$ cat src/rtl/mem_arb_pkg.sv
`default_nettype none
// ============================================================================
//  Module   : mem_arb_pkg
//  Purpose  : Shared types and constants for the unified-memory port arbiter.
//             arb_state_t  - arbiter FSM states
//             arb_owner_t  - which requester owns the current transaction
//             IF_FUNCT3    - access size issued for instruction fetches (word)
//  Revision : 1.0  initial release
// ============================================================================
package mem_arb_pkg;

    typedef enum logic [0:0] {
        ARB_IDLE = 1'b0,
        ARB_BUSY = 1'b1
    } arb_state_t;

    typedef enum logic [0:0] {
        OWN_IF = 1'b0,
        OWN_DM = 1'b1
    } arb_owner_t;

    localparam logic [2:0] IF_FUNCT3 = 3'b010;

endpackage : mem_arb_pkg
`default_nettype wire

$ cat src/rtl/arb_pick.sv
`default_nettype none
// ============================================================================
//  Module   : arb_pick
//  Purpose  : Combinational winner selection between fetch (IF) and MEM-stage
//             data (DM) requests. DM is the older instruction and normally
//             wins; IF is forced once the DM streak counter is saturated.
//  Ports    : if_req      in  fetch request
//             dm_req      in  data request
//             streak_full in  DM streak has reached its limit
//             grant_valid out some requester can be granted
//             owner       out selected requester
//  Revision : 1.0  initial release
// ============================================================================
module arb_pick
    import mem_arb_pkg::*;
(
    input  logic       if_req,
    input  logic       dm_req,
    input  logic       streak_full,
    output logic       grant_valid,
    output arb_owner_t owner
);

    always_comb begin
        grant_valid = if_req | dm_req;
        owner       = OWN_IF;
        if (dm_req && !(if_req && streak_full)) begin
            owner = OWN_DM;
        end
    end

endmodule : arb_pick
`default_nettype wire

$ cat src/rtl/mem_port_arbiter.sv
`default_nettype none
// ============================================================================
//  Module   : mem_port_arbiter
//  Purpose  : Shares one single-ported instruction/data memory between the
//             fetch stage (IF) and the MEM stage (DM). One registered command
//             per transaction, fixed read latency, one-cycle valid pulse.
//  Ports    : clk, reset (async, active-low)
//             if_req/if_addr           -> if_rdata/if_valid/if_stall
//             dm_req/dm_we/dm_addr/dm_wdata/dm_funct3
//                                      -> dm_rdata/dm_valid/dm_stall
//             mem_en/mem_we/mem_addr/mem_wdata/mem_funct3 -> memory command
//             mem_rdata                <- memory read data
//  Timing   : decision in IDLE at t0, mem_en at t0+1, read data captured
//             MEM_LAT cycles after mem_en, valid at t0+MEM_LAT+2 (first IDLE
//             cycle, in which the next grant may also be decided).
//             A requester still holding req in its own valid cycle is seen
//             as presenting a new request.
//  Revision : 1.0  initial release
// ============================================================================
module mem_port_arbiter
    import mem_arb_pkg::*;
#(
    parameter int ADDR_W     = 9,
    parameter int DATA_W     = 32,
    parameter int MEM_LAT    = 2,
    parameter int STARVE_MAX = 4
) (
    input  logic              clk,
    input  logic              reset,
    input  logic              if_req,
    input  logic [ADDR_W-1:0] if_addr,
    output logic [DATA_W-1:0] if_rdata,
    output logic              if_valid,
    output logic              if_stall,
    input  logic              dm_req,
    input  logic              dm_we,
    input  logic [ADDR_W-1:0] dm_addr,
    input  logic [DATA_W-1:0] dm_wdata,
    input  logic [2:0]        dm_funct3,
    output logic [DATA_W-1:0] dm_rdata,
    output logic              dm_valid,
    output logic              dm_stall,
    output logic              mem_en,
    output logic              mem_we,
    output logic [ADDR_W-1:0] mem_addr,
    output logic [DATA_W-1:0] mem_wdata,
    output logic [2:0]        mem_funct3,
    input  logic [DATA_W-1:0] mem_rdata
);

    localparam int c_LAT_W    = $clog2(MEM_LAT + 1);
    localparam int c_STREAK_W = $clog2(STARVE_MAX + 1);

    arb_state_t              r_state;
    arb_state_t              w_state_nxt;
    arb_owner_t              r_owner;
    arb_owner_t              w_owner;
    logic                    w_grant_valid;
    logic                    w_grant;
    logic                    w_last;
    logic                    r_is_write;
    logic [c_LAT_W-1:0]      r_lat_cnt;
    logic [c_STREAK_W-1:0]   r_streak;
    logic                    r_mem_en;
    logic                    r_mem_we;
    logic [ADDR_W-1:0]       r_mem_addr;
    logic [DATA_W-1:0]       r_mem_wdata;
    logic [2:0]              r_mem_funct3;
    logic [DATA_W-1:0]       r_if_rdata;
    logic [DATA_W-1:0]       r_dm_rdata;
    logic                    r_if_valid;
    logic                    r_dm_valid;

    arb_pick u_pick (
        .if_req      (if_req),
        .dm_req      (dm_req),
        .streak_full (r_streak == c_STREAK_W'(STARVE_MAX)),
        .grant_valid (w_grant_valid),
        .owner       (w_owner)
    );

    assign w_grant = (r_state == ARB_IDLE) && w_grant_valid;
    // lat_cnt is 0 during the mem_en cycle and reloads at its end, so the
    // value 1 marks the cycle MEM_LAT cycles after mem_en.
    assign w_last  = (r_state == ARB_BUSY) && (r_lat_cnt == c_LAT_W'(1));

    // ---------------- state register ----------------
    always_ff @(posedge clk or negedge reset) begin
        if (!reset) begin
            r_state <= ARB_IDLE;
        end else begin
            r_state <= w_state_nxt;
        end
    end

    // ---------------- next-state logic ----------------
    always_comb begin
        w_state_nxt = r_state;
        case (r_state)
            ARB_IDLE: if (w_grant_valid) w_state_nxt = ARB_BUSY;
            ARB_BUSY: if (w_last)        w_state_nxt = ARB_IDLE;
            default:                     w_state_nxt = ARB_IDLE;
        endcase
    end

    // ---------------- outputs ----------------
    always_comb begin
        mem_en     = r_mem_en;
        mem_we     = r_mem_we;
        mem_addr   = r_mem_addr;
        mem_wdata  = r_mem_wdata;
        mem_funct3 = r_mem_funct3;
        if_rdata   = r_if_rdata;
        dm_rdata   = r_dm_rdata;
        if_valid   = r_if_valid;
        dm_valid   = r_dm_valid;
        if_stall   = if_req & ~r_if_valid;
        dm_stall   = dm_req & ~r_dm_valid;
    end

    // ---------------- command, counters and response registers ----------------
    always_ff @(posedge clk or negedge reset) begin
        if (!reset) begin
            r_owner      <= OWN_IF;
            r_is_write   <= 1'b0;
            r_lat_cnt    <= '0;
            r_streak     <= '0;
            r_mem_en     <= 1'b0;
            r_mem_we     <= 1'b0;
            r_mem_addr   <= '0;
            r_mem_wdata  <= '0;
            r_mem_funct3 <= '0;
            r_if_rdata   <= '0;
            r_dm_rdata   <= '0;
            r_if_valid   <= 1'b0;
            r_dm_valid   <= 1'b0;
        end else begin
            r_mem_en   <= 1'b0;
            r_mem_we   <= 1'b0;
            r_if_valid <= 1'b0;
            r_dm_valid <= 1'b0;

            if (w_grant) begin
                r_mem_en <= 1'b1;
                r_owner  <= w_owner;
                if (w_owner == OWN_DM) begin
                    r_mem_we     <= dm_we;
                    r_is_write   <= dm_we;
                    r_mem_addr   <= dm_addr;
                    r_mem_wdata  <= dm_wdata;
                    r_mem_funct3 <= dm_funct3;
                    // Streak only counts DM grants that made a fetch wait.
                    if (!if_req) begin
                        r_streak <= '0;
                    end else if (r_streak != c_STREAK_W'(STARVE_MAX)) begin
                        r_streak <= r_streak + c_STREAK_W'(1);
                    end
                end else begin
                    r_is_write   <= 1'b0;
                    r_mem_addr   <= if_addr;
                    r_mem_funct3 <= IF_FUNCT3;
                    r_streak     <= '0;
                end
            end

            if (r_mem_en) begin
                r_lat_cnt <= c_LAT_W'(MEM_LAT);
            end else if (r_lat_cnt != '0) begin
                r_lat_cnt <= r_lat_cnt - c_LAT_W'(1);
            end

            if (w_last) begin
                if (r_owner == OWN_IF) begin
                    r_if_rdata <= mem_rdata;
                    r_if_valid <= 1'b1;
                end else begin
                    if (!r_is_write) begin
                        r_dm_rdata <= mem_rdata;
                    end
                    r_dm_valid <= 1'b1;
                end
            end
        end
    end

endmodule : mem_port_arbiter
`default_nettype wire

$ cat config.mk
export PLATFORM = sky130hd
export DESIGN_NAME = mem_port_arbiter
export DESIGN_NICKNAME = d
export VERILOG_FILES = /design/src/rtl/mem_arb_pkg.sv /design/src/rtl/arb_pick.sv /design/src/rtl/mem_port_arbiter.sv
export SDC_FILE = /design/constraint.sdc
export NUM_CORES = 1
export LEC_CHECK = 0
export CAP_MARGIN = 20
export CORE_ASPECT_RATIO = 1.5
export CORE_MARGIN = 3
export CORE_UTILIZATION = 38
export CTS_BUF_LIST = sky130_fd_sc_hd__clkbuf_8
export CTS_CLUSTER_SIZE = 16
export DETAILED_ROUTE_END_ITERATION = 6
export PLACE_DENSITY_LB_ADDON = 0.25
export SETUP_SLACK_MARGIN = 0.3
export SLEW_MARGIN = 20
export SYNTH_ARGS = -nofsm -noshare
export SYNTH_HDL_FRONTEND = slang
export SYNTH_SLANG_ARGS = --single-unit
$ cat constraint.sdc
create_clock -name clk -period 3.87 [get_ports clk]
set_input_delay 0.774 -clock clk [delete_from_list [all_inputs] [get_ports clk]]
set_output_delay 0.774 -clock clk [all_outputs]
set_load 0.05 [all_outputs]
==> results by group <==
Clock tree
  • Clock latency on the worst-skew pair: 0.41 ns
  • # resized after CTS: 0
  • CTS root buffer: clkbuf_8
  • Num CTS Buffers: 17
  • CTS tree: done
  • Clk sinks: 120
  • CTS H-tree lvls: 4
  • Setup bufs post-CTS: 0
  • CTS max path bufs: 2
  • Reg clk slew, reported paths: 0.07 ns
  • Hold_buf cts: 0

Synth
  • Mean Syn Cell Area: 15.4 µm²
  • Syn nets: 397
  • Main synth FF type: dfrtp_1
  • Sequential area share after synthesis: 0.645
  • Yosys reg bits: 120
  • Top post-synthesis cells by area: dfrtp_1 64%, mux2_2 22%, a2bb2oi_1 1.7%
  • Post-synth EDFFs: 0
  • Share of synthesized registers carrying an async set or reset: 1.00
  • Netlist cell types: 31
  • Yosys warns: 0
  • Cell taking the most area after synthesis: dfrtp_1
  • Cells after Synth: 303
  • Synthesized cell area: 4660 µm²
  • Share of the synthesized area in the top cell type: 0.645

Timing
  • Slew of the pin with the lowest slew margin: 0.914 ns
  • Final setup fails: 0
  • Max Clk Rate: 317 MHz
  • Period utilization: 0.815
  • Final Max Tran Viols: 0
  • Final setup TNS: 0 ns
  • Clk_skew: 0.00690 ns
  • Final hold viol count: 0
  • Worst relative slew slack: 0.391
  • Setup repair after global routing missed its margin: no
  • Minimum clock period: 3.15 ns

Placement
  • Post-DP HPWL: 8410 µm
  • Routability cong.: 0.728
  • PortBufs: 203

Finish
  • Most common cell after layout, fill and taps aside: clkdlybuf4s50_1
  • Most frequent cells in the layout: 202 x clkdlybuf4s50_1, 120 x dfrtp_1, 92 x mux2_2
  • Nets: 607
  • Fillers: 976
  • Antenna diode count: 0
  • Sequential cell area: 3000 µm²
  • Area grow syn2layout: 54.4%
  • Multi-input gate area: 1510 µm²
  • Share of cells above drive strength 1: 0.248

Run status
  • Status: finished clean

Critical path
  • Worst Setup Path Type: in -> out
  • CP required: 3.10 ns
  • Cells along the critical path: clkdlybuf4s50_1 > nor2b_1 > clkdlybuf4s50_1
  • Cell mode on critical path: clkdlybuf4s50_1
  • CP Launch Type: input pin
  • Buffer and inverter count on the worst path: 2
  • Max FO, Critical Path: 8
  • Cell family with most CP delay: buffers and inverters
  • Critical path arrival: 2.38 ns
  • CP max stage cell: clkdlybuf4s50_1
  • CP Capture Type: output port
  • CP max stage delay: 0.81 ns

Route
  • Vias/cell: 4.83
  • Wire per inst: 17.1 µm
  • Final WL: 11500 µm
  • Via count: 3259
  • Antenna viol nets, final: 0
  • Drt initial violations: 37
  • DRC viols: 0
  • 1st-pass router iterations: 4

Global route
  • Largest net degree at the start of global routing: 70
  • Number of global-route vias before repair: 3695
  • Global-route wire length before repair: 18500 µm
  • Overflow after GRT: 0
  • Tot GR Track Use: 0.176
  • Initial antenna violation count: 0

Floorplan
  • Die Area: 13700 µm²
  • Core ar.: 11800 µm²
  • Initial Util: 0.396
  • Rows: 48
  • Die Ht: 142 µm
  • Ports: 204
  • Die W: 96.4 µm

Hold path
  • Worst min path class: in -> async

Run
  • Max-Cap Viols: 0
-- area by class of cell --
| class | instances | share of cell area |
|---|---|---|
| sequential | 120 | 0.418 |
| inverter | 8 | 0.00418 |
| timing repair buffer | 209 | 0.290 |
| clock inverter | 12 | 0.0155 |
| clock buffer | 19 | 0.0364 |
| multi-input combinational | 157 | 0.210 |
| tap | 150 | 0.0261 |
-- path summary, 6_finish.rpt --
check,cells after the start,from,slack [ns],endpoint
worst max-delay path,3,if_req,0.72,if_stall
worst min-delay path,1,reset,0.46,mem_wdata[24]$_DFFE_PN0P_
worst max register to register,6,r_streak[0]$_DFFE_PN0P_,1.77,mem_wdata[15]$_DFFE_PN0P_
worst min register to register,1,mem_en$_DFF_PN0_,0.46,r_lat_cnt[0]$_DFFE_PN0P_
max in group asynchronous,2,reset,2.58,if_rdata[12]$_DFFE_PN0P_
min in group clk,1,mem_en$_DFF_PN0_,0.46,r_lat_cnt[0]$_DFFE_PN0P_
-- metal layers --
layer	up-vias	track usage	part of all wire
met2	148	0.295	0.50
li1	1491	-	-
met1	1610	0.191	0.37
met5	-	0	0
met4	0	0.0466	0.0091
met3	10	0.0950	0.12
-- state kept, by name (all words and copies together), names as in the netlist --
name        cells
dm_rdata       32
mem_addr        9
mem_we          1
r_lat_cnt       2
r_state         1
r_streak        3
dm_valid        1
r_is_write      1
mem_funct3      3
mem_en          1
if_valid        1
mem_wdata      32
if_rdata       32
r_owner         1
-- cell usage after synthesis (3+ instances only) --
cell,number
clkbuf_1,6
nor2_1,3
buf_6,5
ha_1,4
nand2_1,5
mux2_2,92
dfrtp_1,120
mux2_1,4
a31oi_1,9
o21ai_0,10
a2bb2oi_1,9
inv_1,8
buf_2,7
-- kinds of logic after synthesis --
family / share of synthesized area
mux: 0.234
compound gates: 0.0529
xor+xnor: 0.00376
fa+ha+maj: 0.0107
buf+inv: 0.0309
flops: 0.645
simple gates: 0.0228
-- through the flow --
step / setup slack [ns] / area [µm²] / hold slack, ns / util / cells
finish: 0.716 / 7190 / 0.456 / 0.611 / 675
global route: 0.634 / 7190 / 0.501 / 0.611 / 675
CTS: 0.710 / 7190 / 0.467 / 0.611 / 675
detailed placement: 0.708 / 6820 / 0.456 / 0.579 / 644
global placement: 0.726 / 6820 / 0.447 / 0.579 / 644
floorplan: 1.42 / 4660 / 0.441 / - / 303
-- worst register-to-register path: stages, from the launching register on --
cell	delay, ns
dfrtp_1	0.35
inv_1	0.07
ha_1	0.21
and3_4	0.19
nor3_4	0.34
buf_4	0.42
mux2_2	0.40
Power is not shown: default switching activity piles up to over one toggle a cycle in this logic, so the estimate is an artifact.
